$ cat src/rtl/hash_sequencer.sv
// Sequencer for an LFSR/bent-function hash core: serialises message words MSB-first
// onto the core injector bit, appends zero flush cycles and captures the digest.
module hash_sequencer #(
    parameter int unsigned WORD_W       = 32,
    parameter int unsigned OUT_W        = 64,
    parameter int unsigned FLUSH_CYCLES = 128,
    parameter int unsigned CNT_W        = 32
) (
    input  logic              clk,
    input  logic              reset,
    input  logic              start,
    input  logic              abort,
    input  logic              msg_valid,
    output logic              msg_ready,
    input  logic [WORD_W-1:0] msg_data,
    input  logic              msg_last,
    output logic              hash_rst,
    output logic              hash_inject,
    input  logic [OUT_W-1:0]  hash_o,
    output logic              digest_valid,
    input  logic              digest_ready,
    output logic [OUT_W-1:0]  digest,
    output logic [CNT_W-1:0]  bit_count,
    output logic              gap_err,
    output logic              busy
);
    localparam int unsigned BIT_W = $clog2(WORD_W);
    localparam int unsigned FL_W  = (FLUSH_CYCLES > 1) ? $clog2(FLUSH_CYCLES) : 1;
    localparam logic [BIT_W-1:0] LAST_BIT   = BIT_W'(WORD_W - 1);
    localparam logic [FL_W-1:0]  FLUSH_LOAD = FL_W'(FLUSH_CYCLES - 1);

    typedef enum logic [2:0] {
        S_IDLE,
        S_CLEAR,
        S_ABSORB,
        S_SHIFT,
        S_GAP,
        S_FLUSH,
        S_DONE
    } state_t;

    state_t            state_q, state_d;
    logic [WORD_W-1:0] shreg_q, shreg_d;
    logic [BIT_W-1:0]  bitidx_q, bitidx_d;
    logic              last_q, last_d;
    logic [WORD_W-1:0] hold_q, hold_d;
    logic              hold_valid_q, hold_valid_d;
    logic              hold_last_q, hold_last_d;
    logic              last_acc_q, last_acc_d;
    logic [FL_W-1:0]   flush_q, flush_d;
    logic [OUT_W-1:0]  digest_q, digest_d;
    logic [CNT_W-1:0]  bit_count_q, bit_count_d;
    logic              gap_err_q, gap_err_d;
    logic              accept;

    always_comb begin
        msg_ready = 1'b0;
        case (state_q)
            S_ABSORB, S_GAP: msg_ready = 1'b1;
            S_SHIFT:         msg_ready = !hold_valid_q && !last_acc_q;
            default:         msg_ready = 1'b0;
        endcase
        if (abort) msg_ready = 1'b0;
    end

    assign accept = msg_valid && msg_ready;

    always_comb begin
        state_d      = state_q;
        shreg_d      = shreg_q;
        bitidx_d     = bitidx_q;
        last_d       = last_q;
        hold_d       = hold_q;
        hold_valid_d = hold_valid_q;
        hold_last_d  = hold_last_q;
        last_acc_d   = last_acc_q;
        flush_d      = flush_q;
        digest_d     = digest_q;
        bit_count_d  = bit_count_q;
        gap_err_d    = gap_err_q;

        case (state_q)
            S_IDLE: begin
                if (start) state_d = S_CLEAR;
            end
            S_CLEAR: begin
                bit_count_d  = '0;
                gap_err_d    = 1'b0;
                hold_valid_d = 1'b0;
                last_acc_d   = 1'b0;
                state_d      = S_ABSORB;
            end
            S_ABSORB, S_GAP: begin
                if (state_q == S_GAP) gap_err_d = 1'b1;
                if (accept) begin
                    shreg_d  = msg_data;
                    bitidx_d = LAST_BIT;
                    last_d   = msg_last;
                    state_d  = S_SHIFT;
                end
            end
            S_SHIFT: begin
                if (bit_count_q != '1) bit_count_d = bit_count_q + 1'b1;
                shreg_d  = {shreg_q[WORD_W-2:0], 1'b0};
                bitidx_d = bitidx_q - 1'b1;
                // On the final bit the next word (held or arriving now) replaces shreg without a gap
                if (bitidx_q == '0) begin
                    if (hold_valid_q) begin
                        shreg_d      = hold_q;
                        bitidx_d     = LAST_BIT;
                        last_d       = hold_last_q;
                        hold_valid_d = 1'b0;
                    end else if (accept) begin
                        shreg_d  = msg_data;
                        bitidx_d = LAST_BIT;
                        last_d   = msg_last;
                    end else if (last_q) begin
                        flush_d = FLUSH_LOAD;
                        state_d = S_FLUSH;
                    end else begin
                        state_d = S_GAP;
                    end
                end else if (accept) begin
                    hold_d       = msg_data;
                    hold_last_d  = msg_last;
                    hold_valid_d = 1'b1;
                end
            end
            S_FLUSH: begin
                if (flush_q == '0) begin
                    digest_d = hash_o;
                    state_d  = S_DONE;
                end else begin
                    flush_d = flush_q - 1'b1;
                end
            end
            S_DONE: begin
                if (digest_ready) state_d = S_IDLE;
            end
            default: state_d = S_IDLE;
        endcase

        if (accept && msg_last) last_acc_d = 1'b1;

        if (abort) begin
            state_d      = S_IDLE;
            hold_valid_d = 1'b0;
            last_acc_d   = 1'b0;
            last_d       = 1'b0;
            digest_d     = '0;
        end
    end

    always_ff @(posedge clk) begin
        if (reset) begin
            state_q      <= S_IDLE;
            shreg_q      <= '0;
            bitidx_q     <= '0;
            last_q       <= 1'b0;
            hold_q       <= '0;
            hold_valid_q <= 1'b0;
            hold_last_q  <= 1'b0;
            last_acc_q   <= 1'b0;
            flush_q      <= '0;
            digest_q     <= '0;
            bit_count_q  <= '0;
            gap_err_q    <= 1'b0;
        end else begin
            state_q      <= state_d;
            shreg_q      <= shreg_d;
            bitidx_q     <= bitidx_d;
            last_q       <= last_d;
            hold_q       <= hold_d;
            hold_valid_q <= hold_valid_d;
            hold_last_q  <= hold_last_d;
            last_acc_q   <= last_acc_d;
            flush_q      <= flush_d;
            digest_q     <= digest_d;
            bit_count_q  <= bit_count_d;
            gap_err_q    <= gap_err_d;
        end
    end

    assign hash_rst     = reset | (state_q == S_CLEAR) | abort;
    assign hash_inject  = (state_q == S_SHIFT) & shreg_q[WORD_W-1];
    assign digest_valid = (state_q == S_DONE);
    assign busy         = (state_q != S_IDLE);
    assign digest       = digest_q;
    assign bit_count    = bit_count_q;
    assign gap_err      = gap_err_q;
endmodule

$ cat config.mk
export PLATFORM = sky130hd
export DESIGN_NAME = hash_sequencer
export DESIGN_NICKNAME = d
export VERILOG_FILES = /design/src/rtl/hash_sequencer.sv
export SDC_FILE = /design/constraint.sdc
export NUM_CORES = 1
export LEC_CHECK = 0
export CORE_MARGIN = 3
export CORE_UTILIZATION = 50
export DETAILED_ROUTE_END_ITERATION = 10
export PLACE_DENSITY = 0.87
export RECOVER_POWER = 100
export SYNTH_ARGS = -nofsm -noshare
export SYNTH_HDL_FRONTEND = slang
export SYNTH_SLANG_ARGS = --single-unit
$ cat constraint.sdc
create_clock -name clk -period 2.9 [get_ports clk]
set_clock_uncertainty 0.15 [all_clocks]
set_input_delay 0.58 -clock clk [delete_from_list [all_inputs] [get_ports clk]]
set_output_delay 0.58 -clock clk [all_outputs]
set_load 0.05 [all_outputs]
## After elaboration in Yosys (flattened, before gate mapping)

Cells that the tools add are included.

- Output and inout bits: 102
- Input bits: 103
- Register bits after elaboration: 180
- Word-level logic and storage cells: 103

- Bitwise gates (word level): 4
- Reduce and logical (&&, ||, !) cells: 25
- Equal/unequal tests: 19
- Mux-type cells: 40
- Add/sub/neg operators: 3

Operators by type and width:

| kind | number |
|---|---|
| 2-to-1 mux 32 bit | 5 |
| case mux 32 bit (2 select lines) | 2 |
| 2-to-1 mux 7 bit | 5 |
| adder 32 x 1 -> 32 bit, second input constant | 1 |
| != test 32 bit, second input constant | 1 |
| 2-to-1 mux 3 bit | 7 |
| 2-to-1 mux 5 bit | 4 |
| != test 2 bit, second input constant | 10 |
| case mux 3 bit (6 select lines) | 1 |
| case mux 7 bit (2 select lines) | 1 |
| AND reduction 2 bit | 6 |
| 2-to-1 mux 1 bit | 10 |
| case mux 5 bit (2 select lines) | 1 |
| nonzero test 2 bit | 5 |
| == test 3 bit, second input constant | 3 |
| case mux 1 bit (2 select lines) | 4 |
| zero test 7 bit | 1 |
| AND reduction 7 bit | 1 |
| subtractor 7 x 1 -> 7 bit, second input constant | 1 |
| == test 3 x 2 -> 1 bit, second input constant | 2 |
| AND reduction 6 bit | 1 |
| zero test 5 bit | 1 |
| subtractor 5 x 1 -> 5 bit, second input constant | 1 |
| OR reduction 2 bit | 2 |
| 11 further kinds | 15 |

## Longest topological paths before layout

- Depth after elaboration: 9
- Gate-level depth with buffers: 9
- Mapped depth without buffers: 7

## Worst setup path after synthesis

No wires, ideal clock.

- Kind: flip-flop to flip-flop
- Start point: reg bit_count_q[0], in the netlist bit_count[0]
- End point: reg bit_count_q[18], in the netlist bit_count[18]
- Required time: 2.680 ns
- Setup time: 0.070 ns
- Data arrival time: 2.309 ns
- Buffers on the path: 0
- Stages on the path, launching flop included: 7
- Slack: 0.370 ns
- Cell sequence: dfxtp_1 ha_1 nand3_1 nor4_1 nand3_1 or3b_2 a21oi_1

- Longest elaborated chain between the ends: 3

Ends and longest elaborated chain:

| element | line | source |
|---|---|---|
| start, declared | 52 | `logic [CNT_W-1:0] bit_count_q, bit_count_d;` |
| start signal, assigned | 179 | `bit_count_q <= bit_count_d;` |
| adder 32 x 1 -> 32 bit / != test 32 bit (equally long branches) | 103 | `if (bit_count_q != '1) bit_count_d = bit_count_q + 1'b1;` |
| 2-to-1 mux 32 bit / != test 2 bit (equally long branches) | - |  |
| case mux 32 bit (2 select lines) / AND reduction 2 bit (equally long branches) | - |  |

Several ways; a longest one is shown, not always the timed one. The select of a mux whose other input is x is not followed.
A chain may end at the register's enable or synchronous reset.

## Worst setup path in the final report

- Start point: reg state_q[1]
- End point: out busy

- Longest elaborated chain between the ends: 1

Ends and longest elaborated chain:

| element | line | source |
|---|---|---|
| start, declared | 42 | `state_t state_q, state_d;` |
| start signal, assigned | 169 | `state_q <= state_d;` |
| nonzero test 3 bit | 187 | `assign busy = (state_q != S_IDLE);` |
| end, declared | 25 | `output logic busy` |

Every way passes these cells.

==> results_tabular.tex <==
\begin{tabular}{lr}
\hline
Metric & Value \\
\hline
\multicolumn{2}{l}{\textbf{Synth}} \\
Number of flip-flops and latches in the synthesized netlist & 180 \\
Synthesized instance count & 1051 \\
Async set-reset flop share out of synthesis & 0 \\
Synthesized cell area & 8220 µm² \\
Per-instance average area after synthesis & 7.82 µm² \\
Proportion of synthesized chip area in sequential cells & 0.439 \\
EDFF count, synth & 0 \\
Total number of yosys warnings & 0 \\
Synthesized Nets & 1158 \\
Most used DFF post-synth & dfxtp\_1 \\
Number of different library cells in the post-synthesis netlist & 66 \\
\multicolumn{2}{l}{\textbf{Clock network}} \\
Clock latency on the worst-skew pair & 0.43 ns \\
TritonCTS Buffers & 17 \\
Buffer depth of the longest clock path & 2 \\
Maximum level of the CTS H-tree & 4 \\
Count of clock tree sinks & 180 \\
Clock tree from TritonCTS & built \\
Clock-pin slew of the registers on the worst-case setup and hold paths & 0.06 ns \\
Post-CTS setup buffer count & 0 \\
Hold-fix buffer count after cts & 0 \\
CTS Root Buffer Type & clkbuf\_16 \\
\multicolumn{2}{l}{\textbf{Power and ir drop}} \\
Worst vdd rail ir drop & 390 µV \\
Pwr/cell area & 464 nW/µm² \\
Cell leakage power & 4.02 nW \\
\multicolumn{2}{l}{\textbf{Routing}} \\
DRC Markers & 0 \\
Length of the first detailed-routing pass in iterations & 5 \\
Top layer reached by signal wires & met4 \\
Iteration-0 DRC count of the detailed router & 718 \\
WL met2 & 11700 µm \\
Via/cell ratio & 5.74 \\
Routed length on met1 & 9650 µm \\
Routed WL per cell & 15.9 µm \\
Number of nets with antenna violations after detailed routing & 0 \\
Number of vias in the routed layout & 8408 \\
WL met3 & 1520 µm \\
Total detailed-routing wirelength & 23300 µm \\
\multicolumn{2}{l}{\textbf{Die}} \\
Die ar. & 18000 µm² \\
Die height & 134 µm \\
Number of rows created at floorplan & 46 \\
Initial cell density of the core & 0.514 \\
Die width & 134 µm \\
Floorplan core area & 16000 µm² \\
\# IOs & 205 \\
\multicolumn{2}{l}{\textbf{Cells and area}} \\
Final design utilization & 0.690 \\
Share of post-route cells with drive strength above 1 & 0.0802 \\
Footprint of the flip-flops and latches & 3600 µm² \\
Nets@finish & 1341 \\
Number of inserted filler cells in the final layout & 1277 \\
Multi-input gate area & 4170 µm² \\
Area Growth Syn to Fin & 34.4\% \\
\multicolumn{2}{l}{\textbf{Global routing}} \\
First-pass GRT wire length & 37600 µm \\
Aggregate global routing overflow & 0 \\
Initial antenna violation count & 1 \\
Number of global-route vias before repair & 7674 \\
Pin count of the biggest net entering global routing & 69 \\
All-Layer GR Usage & 0.249 \\
\multicolumn{2}{l}{\textbf{STA}} \\
Worst Max-Slew Pin Slew & 0.757 ns \\
RSZ-0062 raised after global routing & false \\
Max-slew violation count & 0 \\
Number of endpoints failing setup at the final stage & 0 \\
Period Utilization, post-route & 0.961 \\
Worst slew margin relative to its limit & 0.490 \\
Total negative slack & 0 ns \\
Maximum achievable frequency & 0.359 GHz \\
Min Clock Period, post-route & 2.79 ns \\
Count of endpoints failing hold in the final timing report & 0 \\
\multicolumn{2}{l}{\textbf{Critical path}} \\
Maximum fanout encountered on the critical timing path & 15 \\
Setup Crit Path Kind & flip-flop to output port \\
Kind of end point of the critical path & output port \\
Arrival @ worst endpoint & 2.06 ns \\
Critical Path RT & 2.17 ns \\
Startpoint type of the worst setup path & flip-flop \\
\multicolumn{2}{l}{\textbf{Placed design}} \\
Routability congestion estimate & 0.845 \\
Number of buffers added on ports & 204 \\
Detailed Place HPWL & 15900 µm \\
\multicolumn{2}{l}{\textbf{Min path}} \\
Hold Path Class & flip-flop to flip-flop \\
\multicolumn{2}{l}{\textbf{Flow run}} \\
Reported max-cap violation count & 0 \\
\multicolumn{2}{l}{\textbf{Status}} \\
Run status & finished, final reports clean \\
\hline
\end{tabular}
## worst max-delay path: stages (launching register included)
cell and delay (ns):
dfxtp_1 0.62, or3_1 0.20, clkdlybuf4s50_1 0.80
## power by group
part / total, mW / internal [mW] / switching (mW)
clock network: 2.37 / 1.32 / 1.05
registers: 2.48 / 2.48 / 0.00838
logic: 0.274 / 0.155 / 0.119
total: 5.13 / 3.95 / 1.17
## kinds of logic (layout without fill, tap and decap cells)
group,count (synthesis),in the layout,share of synthesized area
AOI/OAI and AO/OA,323,323,0.237
xor gates and xnor gates,2,2,0.00213
adders and majority gates,4,4,0.00609
buffers and inverters,101,297,0.0506
DFF,180,180,0.439
muxes,18,18,0.0247
other,0,1,0
and+or+nand+nor,423,423,0.241
## layout by cell type, fill, tap and decap left out, types with 6 or more instances in the layout
cell type / n
and3_1: 7
o31ai_1: 11
buf_4: 22
a211oi_1: 27
o21bai_1: 10
nor2b_1: 7
or3_1: 14
dlygate4sd3_1: 98
nor2_1: 46
a21boi_0: 8
clkdlybuf4s50_1: 101
clkbuf_16: 17
inv_1: 28
o211ai_1: 6
inv_6: 6
a31oi_1: 12
or4_1: 14
o21ai_0: 51
dfxtp_1: 179
nor3_1: 9
mux2_2: 18
nand2_1: 254
a221oi_1: 15
a21oi_1: 156
nand4_1: 15
nand3_1: 17
nor4_1: 6
nand2b_1: 6
## routing by layer
metal,vias to the layer above,global-route usage
li1,4083,-
met1,3953,0.323
met2,335,0.425
met3,37,0.0450
met4,0,0.0786
met5,-,0
## synth_stat cells (all sizes together), types with 10 or more instances
| master | instances | area share |
|---|---|---|
| mux2 | 18 | 0.025 |
| or3 | 14 | 0.011 |
| nand2 | 254 | 0.12 |
| a221oi | 15 | 0.016 |
| nor3 | 10 | 0.0067 |
| a211oi | 27 | 0.025 |
| o21ai | 53 | 0.032 |
| o31ai | 11 | 0.011 |
| dfxtp | 180 | 0.44 |
| clkbuf | 58 | 0.026 |
| a21oi | 156 | 0.095 |
| inv | 28 | 0.013 |
| o21bai | 10 | 0.0091 |
| a31oi | 12 | 0.0091 |
| or4 | 14 | 0.013 |
| buf | 15 | 0.011 |
| nand4 | 16 | 0.013 |
| nand3 | 17 | 0.010 |
| nor2 | 47 | 0.022 |
## flip-flops by register name, summed over array words and instances, names as in the netlist
name / flops
bit_count: 32
bitidx_q: 5
digest: 64
flush_q: 7
gap_err: 1
hold_last_q: 1
hold_q: 32
hold_valid_q: 1
last_acc_q: 1
last_q: 1
shreg_q: 32
state_q: 3
## per-stage QoR
| stage | power [mW] | std cells | cell area (µm²) | hold slack (ns) | setup slack [ns] |
|---|---|---|---|---|---|
| 3_3_place_gp | 2.81 | 1431 | 10500 | 0.291 | 0.127 |
| 6_report | 5.13 | 1464 | 11000 | 0.300 | 0.113 |
| 5_1_grt | 5.26 | 1464 | 11000 | 0.319 | 0.00700 |
| 2_1_floorplan | 2.63 | 1051 | 8220 | 0.286 | 0.370 |
| 3_5_place_dp | 2.82 | 1431 | 10500 | 0.296 | 0.00142 |
| 4_1_cts | 5.15 | 1463 | 11100 | 0.305 | 0.0755 |
## area by class of cell
cell class	instances	area share
Multi-Input combinational cell	770	0.378
Clock inverter	14	0.0148
Clock buffer	18	0.0398
Timing Repair Buffer	237	0.207
Inverter	28	0.00952
Sequential cell	180	0.326
Antenna cell	1	0.000227
Tap cell	216	0.0245
## final timing paths
kind	cells after the start	start	end	slack (ns)
setup / recovery	2	state_q[1]	busy	0.11
hold / removal	2	digest[3]	digest[3]	0.30
setup reg to reg	6	state_q[1]	hold_q[6]	0.19
hold reg to reg	2	digest[3]	digest[3]	0.30
## what timing repair did
action	CTS	global route
resized for setup	0	2
endpoints found under the hold margin	0	0
setup endpoints to repair	0	16
No activity file was read; power rests on OpenSTA's default activity.
